`src/rtl/reg_bus_master_pkg.sv`:
```
// Shared register-bus definitions: default widths, frame opcodes, response codes
// and the command/bus FSM state encoding.
package reg_bus_pkg;

  localparam int ADDR_W_DEF = 10;
  localparam int DATA_W_DEF = 32;

  localparam logic [7:0] OP_WR   = 8'h57;
  localparam logic [7:0] OP_RD   = 8'h52;
  localparam logic [7:0] RSP_OK  = 8'h4B;
  localparam logic [7:0] RSP_ERR = 8'h45;
  localparam logic [7:0] RSP_TMO = 8'h54;

  typedef enum logic [2:0] {
    S_IDLE,
    S_ADDR_HI,
    S_ADDR_LO,
    S_DATA,
    S_BUS,
    S_RESP
  } state_t;

endpackage

```
`src/rtl/reg_bus_master_if.sv`:
```
// On-chip register bus: single master drives request fields, register file answers
// with ready and read data.
interface reg_bus_master_if #(
  parameter int ADDR_W = reg_bus_pkg::ADDR_W_DEF,
  parameter int DATA_W = reg_bus_pkg::DATA_W_DEF
);
  logic              val;
  logic [ADDR_W-1:0] addr;
  logic              write;
  logic [DATA_W-1:0] wdata;
  logic [DATA_W-1:0] rdata;
  logic              ready;

  modport master (output val, addr, write, wdata, input rdata, ready);
  modport slave  (input val, addr, write, wdata, output rdata, ready);
endinterface

```
`src/rtl/reg_bus_master_resp_ser.sv`:
```
// Response serializer: holds a 1- or 5-byte response and emits it over a
// valid/ready byte stream, first byte then read data MSB first.
module reg_bus_resp_ser (
  input  logic        clk,
  input  logic        rst,
  input  logic        load,
  input  logic [7:0]  load_first,
  input  logic        load_long,
  input  logic [31:0] load_data,
  output logic        tx_valid,
  output logic [7:0]  tx_data,
  input  logic        tx_ready,
  output logic        done
);
  logic [31:0] data_q;
  logic [2:0]  idx;
  logic        long_q;

  assign done = tx_valid && tx_ready && (idx == (long_q ? 3'd4 : 3'd0));

  always_ff @(posedge clk) begin
    if (rst) begin
      tx_valid <= 1'b0;
      tx_data  <= '0;
      data_q   <= '0;
      idx      <= '0;
      long_q   <= 1'b0;
    end else if (load) begin
      tx_valid <= 1'b1;
      tx_data  <= load_first;
      idx      <= '0;
      long_q   <= load_long;
      // Only a read completion captures bus data; other responses leave it untouched.
      if (load_long) data_q <= load_data;
    end else if (tx_valid && tx_ready) begin
      if (done) begin
        tx_valid <= 1'b0;
      end else begin
        tx_data <= data_q[31:24];
        data_q  <= {data_q[23:0], 8'h00};
        idx     <= idx + 3'd1;
      end
    end
  end
endmodule

```
`src/rtl/reg_bus_master.sv`:
```
// Register bus master: decodes framed byte commands from the host link, runs one
// bus transaction per frame and returns an acknowledge or read-data response.
module reg_bus_master
  import reg_bus_pkg::*;
#(
  parameter int ADDR_W      = ADDR_W_DEF,
  parameter int DATA_W      = DATA_W_DEF,
  parameter int BUS_TIMEOUT = 255,
  parameter int RX_TIMEOUT  = 65535
) (
  input  logic       clk,
  input  logic       rst,
  input  logic       rx_valid,
  input  logic [7:0] rx_data,
  output logic       rx_ready,
  output logic       tx_valid,
  output logic [7:0] tx_data,
  input  logic       tx_ready,
  reg_bus_master_if.master bus
);
  localparam int TW  = $clog2(BUS_TIMEOUT + 1);
  localparam int RXW = $clog2(RX_TIMEOUT + 1);

  state_t            state, state_nx;
  logic              is_write;
  logic [7:0]        addr_hi;
  logic [ADDR_W-1:0] addr_q;
  logic [DATA_W-1:0] wdata_q;
  logic [1:0]        byte_cnt;
  logic [RXW-1:0]    rx_cnt;
  logic [TW-1:0]     wait_cnt;
  logic              val_q;

  logic       rx_fire, rx_tmo, in_frame, bus_ok, bus_tmo;
  logic       ser_load, ser_long, ser_done;
  logic [7:0] ser_first;

  assign rx_fire  = rx_valid && rx_ready;
  assign in_frame = (state == S_ADDR_HI) || (state == S_ADDR_LO) || (state == S_DATA);
  assign rx_tmo   = in_frame && (rx_cnt == RXW'(RX_TIMEOUT - 1));
  // A ready sampled on the timeout cycle completes normally.
  assign bus_ok   = val_q && bus.ready;
  assign bus_tmo  = val_q && !bus.ready && (wait_cnt == TW'(BUS_TIMEOUT - 1));

  always_comb begin
    state_nx  = state;
    ser_load  = 1'b0;
    ser_long  = 1'b0;
    ser_first = RSP_OK;
    unique case (state)
      S_IDLE: begin
        if (rx_fire) begin
          if (rx_data == OP_WR || rx_data == OP_RD) begin
            state_nx = S_ADDR_HI;
          end else begin
            state_nx  = S_RESP;
            ser_load  = 1'b1;
            ser_first = RSP_ERR;
          end
        end
      end
      S_ADDR_HI: begin
        if (rx_fire)     state_nx = S_ADDR_LO;
        else if (rx_tmo) state_nx = S_IDLE;
      end
      S_ADDR_LO: begin
        if (rx_fire)     state_nx = is_write ? S_DATA : S_BUS;
        else if (rx_tmo) state_nx = S_IDLE;
      end
      S_DATA: begin
        if (rx_fire) begin
          if (byte_cnt == 2'd3) state_nx = S_BUS;
        end else if (rx_tmo) begin
          state_nx = S_IDLE;
        end
      end
      S_BUS: begin
        if (bus_ok) begin
          state_nx = S_RESP;
          ser_load = 1'b1;
          ser_long = !is_write;
        end else if (bus_tmo) begin
          state_nx  = S_RESP;
          ser_load  = 1'b1;
          ser_first = RSP_TMO;
        end
      end
      S_RESP: begin
        if (ser_done) state_nx = S_IDLE;
      end
      default: state_nx = S_IDLE;
    endcase
  end

  always_ff @(posedge clk) begin
    if (rst) begin
      state    <= S_IDLE;
      rx_ready <= 1'b0;
      is_write <= 1'b0;
      addr_hi  <= '0;
      addr_q   <= '0;
      wdata_q  <= '0;
      byte_cnt <= '0;
      rx_cnt   <= '0;
      wait_cnt <= '0;
      val_q    <= 1'b0;
    end else begin
      state    <= state_nx;
      // Registered so it stays low through reset and drops on the edge entering BUS.
      rx_ready <= (state_nx == S_IDLE) || (state_nx == S_ADDR_HI) ||
                  (state_nx == S_ADDR_LO) || (state_nx == S_DATA);
      if (state == S_IDLE && rx_fire)    is_write <= (rx_data == OP_WR);
      if (state == S_ADDR_HI && rx_fire) addr_hi  <= rx_data;
      if (state == S_ADDR_LO && rx_fire) addr_q   <= ADDR_W'({addr_hi, rx_data});
      if (state == S_DATA && rx_fire) begin
        wdata_q  <= {wdata_q[DATA_W-9:0], rx_data};
        byte_cnt <= byte_cnt + 2'd1;
      end else if (state != S_DATA) begin
        byte_cnt <= '0;
      end
      if (rx_fire || !in_frame || state_nx != state) rx_cnt <= '0;
      else                                           rx_cnt <= rx_cnt + 1'b1;
      val_q    <= (state == S_BUS) && (state_nx == S_BUS);
      wait_cnt <= (val_q && state_nx == S_BUS) ? wait_cnt + 1'b1 : '0;
    end
  end

  assign bus.val   = val_q;
  assign bus.addr  = addr_q;
  assign bus.write = is_write;
  assign bus.wdata = wdata_q;

  reg_bus_resp_ser u_resp_ser (
    .clk        (clk),
    .rst        (rst),
    .load       (ser_load),
    .load_first (ser_first),
    .load_long  (ser_long),
    .load_data  (bus.rdata),
    .tx_valid   (tx_valid),
    .tx_data    (tx_data),
    .tx_ready   (tx_ready),
    .done       (ser_done)
  );
endmodule

```
`src/flat_wrapper.sv`:
```
// flat-port wrapper written by rule: the top's interface ports become plain ports
module reg_bus_master_flat import reg_bus_pkg::*;
#(
  parameter int ADDR_W      = ADDR_W_DEF,
  parameter int DATA_W      = DATA_W_DEF,
  parameter int BUS_TIMEOUT = 255,
  parameter int RX_TIMEOUT  = 65535
)
  (clk, rst, rx_valid, rx_data, rx_ready, tx_valid, tx_data, tx_ready, bus_val, bus_addr, bus_write, bus_wdata, bus_rdata, bus_ready);
  reg_bus_master_if #(.ADDR_W(ADDR_W), .DATA_W(DATA_W)) bus_i ();
  input  logic clk;
  input  logic rst;
  input  logic rx_valid;
  input  logic [7:0] rx_data;
  output logic rx_ready;
  output logic tx_valid;
  output logic [7:0] tx_data;
  input  logic tx_ready;
  output wire logic [$bits(bus_i.val)-1:0] bus_val;
  output wire logic [$bits(bus_i.addr)-1:0] bus_addr;
  output wire logic [$bits(bus_i.write)-1:0] bus_write;
  output wire logic [$bits(bus_i.wdata)-1:0] bus_wdata;
  input wire logic [$bits(bus_i.rdata)-1:0] bus_rdata;
  input wire logic [$bits(bus_i.ready)-1:0] bus_ready;
  assign bus_val = bus_i.val;
  assign bus_addr = bus_i.addr;
  assign bus_write = bus_i.write;
  assign bus_wdata = bus_i.wdata;
  assign bus_i.rdata = bus_rdata;
  assign bus_i.ready = bus_ready;
  reg_bus_master #(.ADDR_W(ADDR_W), .DATA_W(DATA_W), .BUS_TIMEOUT(BUS_TIMEOUT), .RX_TIMEOUT(RX_TIMEOUT)) u_core (.clk(clk), .rst(rst), .rx_valid(rx_valid), .rx_data(rx_data), .rx_ready(rx_ready), .tx_valid(tx_valid), .tx_data(tx_data), .tx_ready(tx_ready), .bus(bus_i));
endmodule
```
`config.mk`:
```
export PLATFORM = sky130hd
export DESIGN_NAME = reg_bus_master_flat
export DESIGN_NICKNAME = d
export VERILOG_FILES = /design/src/rtl/reg_bus_master_pkg.sv /design/src/rtl/reg_bus_master_if.sv /design/src/rtl/reg_bus_master_resp_ser.sv /design/src/rtl/reg_bus_master.sv /design/src/flat_wrapper.sv
export SDC_FILE = /design/constraint.sdc
export NUM_CORES = 1
export LEC_CHECK = 0
export CORE_AREA = 5 5 114 116
export DETAILED_ROUTE_END_ITERATION = 8
export DIE_AREA = 0 0 119 121
export GPL_ROUTABILITY_DRIVEN = 0
export PLACE_DENSITY = 0.69
export SLEW_MARGIN = 20
export SYNTH_ARGS = -nofsm -noshare
export SYNTH_HDL_FRONTEND = slang
export SYNTH_SLANG_ARGS = --single-unit
```
`constraint.sdc`:
```
create_clock -name clk -period 2.7 [get_ports clk]
set_input_delay 0.54 -clock clk [delete_from_list [all_inputs] [get_ports clk]]
set_output_delay 0.54 -clock clk [all_outputs]
set_load 0.01 [all_outputs]
```
## After elaboration in Yosys (flattened, before gate mapping)

Cells that the tools add are included.

| storage, ports and cells | value |
|---|---|
| bits in registers | 121 |
| input bits | 45 |

| operators by class | value |
|---|---|
| add/subtract/negate cells | 4 |
| mux-type cells | 37 |
| eq/ne operators | 19 |
| reductions and logical operators | 36 |
| bitwise logic cells | 2 |

Operator list:

| operator | count |
|---|---|
| $mux 32 | 4 |
| $mux 8 | 5 |
| $mux 3 | 12 |
| $pmux 3 s6 | 1 |
| $add 16x1->16 const B | 1 |
| $eq 16x16->1 const B | 1 |
| $eq 8x7->1 const B | 2 |
| $pmux 8 s2 | 1 |
| $logic_and 1x1->1 | 13 |
| $eq 3x2->1 const B | 4 |
| $eq 3x3->1 const B | 3 |
| $mux 1 | 9 |
| $add 8x1->8 const B | 1 |
| $eq 8x8->1 const B | 1 |
| $logic_or 1x1->1 | 8 |
| $eq 3x1->1 const B | 2 |
| $logic_not 3->1 | 2 |
| $reduce_and 2->1 | 3 |
| $reduce_bool 2->1 | 3 |
| $reduce_or 2->1 | 3 |
| $mux 5 | 1 |
| $mux 2 | 2 |
| $mux 4 | 1 |
| $add 3x1->3 const B | 1 |
| 11 further kinds | 14 |

## Logic depth before layout (Yosys ltp)

| depth | value |
|---|---|
| depth in word-level cells | 11 |
| depth in mapped cells | 9 |

## Cells and area by module

From an unflattened synthesis, not the netlist that was laid out.

| second synthesis, totals | value |
|---|---|
| cell total of the unflattened synthesis | 630 |
| area, all modules | 5655.4 um2 |

By module, submodules not included:

| module | seq. area each (um2) | area each (um2) | cells each | times used |
|---|---|---|---|---|
| reg_bus_master | 1521.5 | 3218.1 | 372 | 1 |
| reg_bus_resp_ser | 900.9 | 2437.3 | 258 | 1 |

## Worst setup path after synthesis

OpenSTA, ideal clock, no wires.

| timing | value |
|---|---|
| kind | input -> register |
| start | input rx_data[5] |
| end | register u_core.u_resp_ser.data_q[19] |
| data arrival time | 2.122 ns |
| setup time | 0.087 ns |
| path buffers | 2 |
| stages on the path | 7 |
| setup slack | 0.491 ns |
| cells stage by stage | nand4bb_1 > or3_4 > a211o_1 > buf_4 > buf_6 > mux2i_1 > a221oi_2 |

| on the way | value |
|---|---|
| longest elaborated chain between the ends | 7 |

RTL lines:

| item | RTL line | RTL |
|---|---|---|
| from (decl) | flat_wrapper.sv:14 | `input logic [7:0] rx_data;` |
| $eq 8x7->1 | reg_bus_master.sv:53 | `if (rx_data == OP_WR \|\| rx_data == OP_RD) begin` |
| $logic_or 1x1->1 (*) | reg_bus_master.sv:53 |  |
| $mux 1 (*) | reg_bus_master.sv:53 |  |
| $mux 1 (*) | reg_bus_master.sv:52 | `if (rx_fire) begin` |
| $pmux 1 s2 (*) | reg_bus_master.sv:50 | `unique case (state)` |
| $ne 2x2->1 (no source line), or another cell as far along | - |  |
| $reduce_and 3->1 (no source line) | - |  |
| to (signal assigned) | reg_bus_master_resp_ser.sv:34 | `if (load_long) data_q <= load_data;` |
| to (signal assigned) | reg_bus_master_resp_ser.sv:40 | `data_q <= {data_q[23:0], 8'h00};` |
| to (decl) | reg_bus_master_resp_ser.sv:15 | `logic [31:0] data_q;` |

Every way passes the cells marked *; elsewhere a longest branch is shown, timed or not.
A chain may end at the register's enable or synchronous reset.

## Worst setup path after layout

| timing | value |
|---|---|
| start | register u_core.wait_cnt[0] |
| end | register u_core.wait_cnt[7] |

| on the way | value |
|---|---|
| longest elaborated chain between the ends | 9 |

RTL lines:

| item | RTL line | RTL |
|---|---|---|
| from (decl) | reg_bus_master.sv:31 | `logic [TW-1:0] wait_cnt;` |
| from (signal assigned) | reg_bus_master.sv:124 | `wait_cnt <= (val_q && state_nx == S_BUS) ? wait_cnt + 1'b1 : '0;` |
| $eq 8x8->1 | reg_bus_master.sv:43 | `assign bus_tmo = val_q && !bus.ready && (wait_cnt == TW'(BUS_TIMEOUT - 1));` |
| $logic_and 1x1->1 | reg_bus_master.sv:43 |  |
| $mux 3 | reg_bus_master.sv:82 | `end else if (bus_tmo) begin` |
| $mux 3 | reg_bus_master.sv:78 | `if (bus_ok) begin` |
| $pmux 3 s6 | reg_bus_master.sv:50 |  |
| $eq 3x3->1 | reg_bus_master.sv:124 |  |
| $logic_and 1x1->1 | reg_bus_master.sv:124 |  |
| $not 1->1 (no source line) | - |  |
| $reduce_or 2->1 (no source line) | - |  |

Several ways; a longest one is shown, not always the timed one.

==> metrics.txt <==
Design Power 4.430 mW; final hold vios 0; ys async rst share 0%; CTS clk-pin slew, worst paths 50 ps; starting DRC count in detailed routing 205; Synth Area in Compound Gates 14.68%; main combinational cell family by area after synthesis simple AND/OR/NAND/NOR gates; area of the multi-input gates 0.002600 mm^2; Pint 3.463 mW; clk buf depth 2; Synth Net Count 600; Sw Ratio 21.82%; WL per Instance 14.95 um; hpwl dp 8.747 mm; clock skew 12.33 ps; CTS buffer count 17; RSZ-0062 raised after global routing no; Hold Path Class flip-flop to flip-flop; relative slew slack 54.34%; Max Freq 0.4236 GHz; Setup violations, final 0; Initial DRT Pass Iterations 4; run status finished, final reports clean; starting density of the core 44.24%; ANT nets after route 0; final count of pins violating max slew 0; CTS tree done; sequential area share after synthesis 46.36%; flop2flop setup slack 340 ps; I/O pin count 99; layout cells sized above 1 15.45%; Buf+Inv Stages, Crit Path 1; Routed Wire Length 12.26 mm; Tmin final 2361 ps; antenna cell count 0; Post-Synth Adder-Cell Area 1.676%; worst skew pair latency 410 ps; Worst Path Arrival 2660 ps; TNS Setup 0 ps; clock sinks 121; CP max-delay cell or4_1; Comb pwr share 7.3%; mapped cell area 0.005225 mm^2; P_sw 0.9663 mW; total track usage 17.46%; post-synth cell types 53; Seq pwr share 41.2%; final worst setup slack 339.4 ps; initial antenna violation count 0; Worst Setup Start Kind flip-flop; root buffer cell clkbuf_16; first-pass GRT wire length 20.70 mm; post-synth top area share 46.36%; VDD IR max 0.3845 mV; post-synthesis mux area share 8.261%; H-tree levels 4; post_cts resized 0; Clock power frac 51.5%; register area 0.002422 mm^2; chip width 119 um; Die Y-Extent 121 um; IO buf count 98; Leak 2.377 nW; Worst Setup End Kind flip-flop; fin crit share 87.43%; total setup buffers inserted after CTS 0; vias per cell 5.268; NumNets Final 712; count of mapped cells out of synthesis 548; most area-hungry cell type in the Yosys netlist dfxtp_1; crit-path max cell delay 550 ps; Largest delay share family, worst path simple AND/OR/NAND/NOR gates; fillers 989; Post-Synth XOR/XNOR Area 4.191%; vias in the first global route 4,380; dominant synthesized flop cell dfxtp_1; Worst EP required 3000 ps; Synth Register Bits 121; Area Growth Syn to Fin 34.87%; Tightest Pin Transition 681.2 ps; vias 4,320; pre-CTS setup slack -41.36 ps; Overflow after GRT 0; PD cells 628.6 mW/mm^2; post-route core utilization 59.66%; Cell Rows 40; Synth area leaders dfxtp_1, mux2i_1, nand2_1, a221oi_2, nor2_1; DRC viols 0; yosys warns 0; die area 0.01440 mm^2; crit path kind flip-flop to flip-flop; hold buffer count at cts 0; Syn Area/Cell 9.535 um^2; largest fanout on the critical path 9; max_cap viols 0; Core Region 0.01181 mm^2; number of synthesized flops with an enable pin 0; Synth Area in Simple Gates 20.81%; CP Cell Sequence inv_1 > ha_1 > and3b_1 > and4_4 > or4_1 > a21o_1 > nor4_2; largest net degree at the start of global routing 49
Yosys cell counts (4+ instances only):
cell and count:
dfxtp_1 121, nand2_1 82, nor2_1 62, mux2i_1 42, a21oi_1 40, a221oi_2 20
clkbuf_1 19, xor2_1 16, nor3_1 15, nand3_1 12, inv_1 9, xnor2_1 9
a22o_1 8, buf_2 8, nor4_2 8, ha_1 7, a211oi_1 5, and2_1 5
nand4_1 5, a221oi_1 4, and4_1 4
path summary, 6_finish.rpt:
path / end / start / cells after the start
max: u_core.wait_cnt[7] / u_core.wait_cnt[0] / 7
min: u_core.bus.wdata[28] / u_core.bus.wdata[28] / 2
max reg2reg: u_core.wait_cnt[7] / u_core.wait_cnt[0] / 7
min reg2reg: u_core.bus.wdata[28] / u_core.bus.wdata[28] / 2
worst reg2reg max path, cell delays in order, from the launching register on:
cell     delay [ps]
dfxtp_1         440
inv_1            70
ha_1            200
and3b_1         170
and4_4          190
or4_1           560
a21o_1          320
nor4_2          310
cell type report:
type                            count  share of cell area, %
Sequential cell                   121                  34.37
Multi-Input combinational cell    385                  36.90
Clock inverter                     11                  2.060
Inverter                            9                 0.4794
Clock buffer                       21                  6.534
Tap cell                          147                  2.610
Timing Repair Buffer              126                  17.05
routing by layer:
metal | GRT usage, % | share of wire (%) | vias to the layer above | routed length, um
met5 | 0 | 0 | - | 0
met4 | 6.155 | 1.6 | 0 | 193
met3 | 5.455 | 4.9 | 17 | 606
met2 | 28.51 | 46 | 111 | 5698
met1 | 21.77 | 47 | 2034 | 5759
li1 | - | - | 2158 | -
cells by family (layout without fill, tap and decap cells):
group,Yosys count,after routing
multiplexers,43,43
buffers and inverters,42,167
adder cells (fa/ha/maj),7,7
XOR/XNOR,25,25
AND/OR/NAND/NOR,219,219
flip-flops,121,121
AO/OA/AOI/OAI,91,91
stage by stage:
| stage | area (um^2) | hold slack [ps] | instances |
|---|---|---|---|
| final | 7047 | 457.4 | 820 |
| after global placement | 6436 | 443.6 | 788 |
| after global routing | 7047 | 477.8 | 820 |
| after detailed placement | 6441 | 450.9 | 788 |
| after CTS | 7047 | 460.6 | 820 |
| after floorplan | 5225 | 429.7 | 548 |
registers in the layout, summed over array words and instances, names as in the netlist, 3 cells and up:
register / flops
u_core.bus.wdata: 32
u_core.u_resp_ser.data_q: 32
u_core.rx_cnt: 16
u_core.bus.addr: 10
u_core.u_resp_ser.tx_data: 8
u_core.wait_cnt: 8
u_core.state: 3
u_core.u_resp_ser.idx: 3
power by group through the flow:
stage	registers, mW	clock network [mW]	logic, mW
floorplan	1.86	0	0.190
global placement	1.86	0	0.320
detailed placement	1.86	0	0.323
CTS	1.82	2.33	0.325
global route	1.83	2.42	0.348
finish	1.83	2.28	0.322
placed cells by master (no fill, tap or decap), drive strengths merged, types with 3 or more instances in the layout:
master           n
a21oi           40
xnor2            9
and4             5
or2              3
dfxtp          121
a221oi          24
inv             10
bufinv           3
and2             5
buf             29
a211oi           7
a21o             3
xor2            16
nor2b            3
nand4            5
ha               7
nor3            16
nor4            10
nor2            64
clkbuf          21
clkinvlp         3
nand3           12
a22o             8
mux2i           42
clkdlybuf4s50   97
nand2           84
clkinv           4
nand2b           3
No activity file was read; power rests on OpenSTA's default activity.
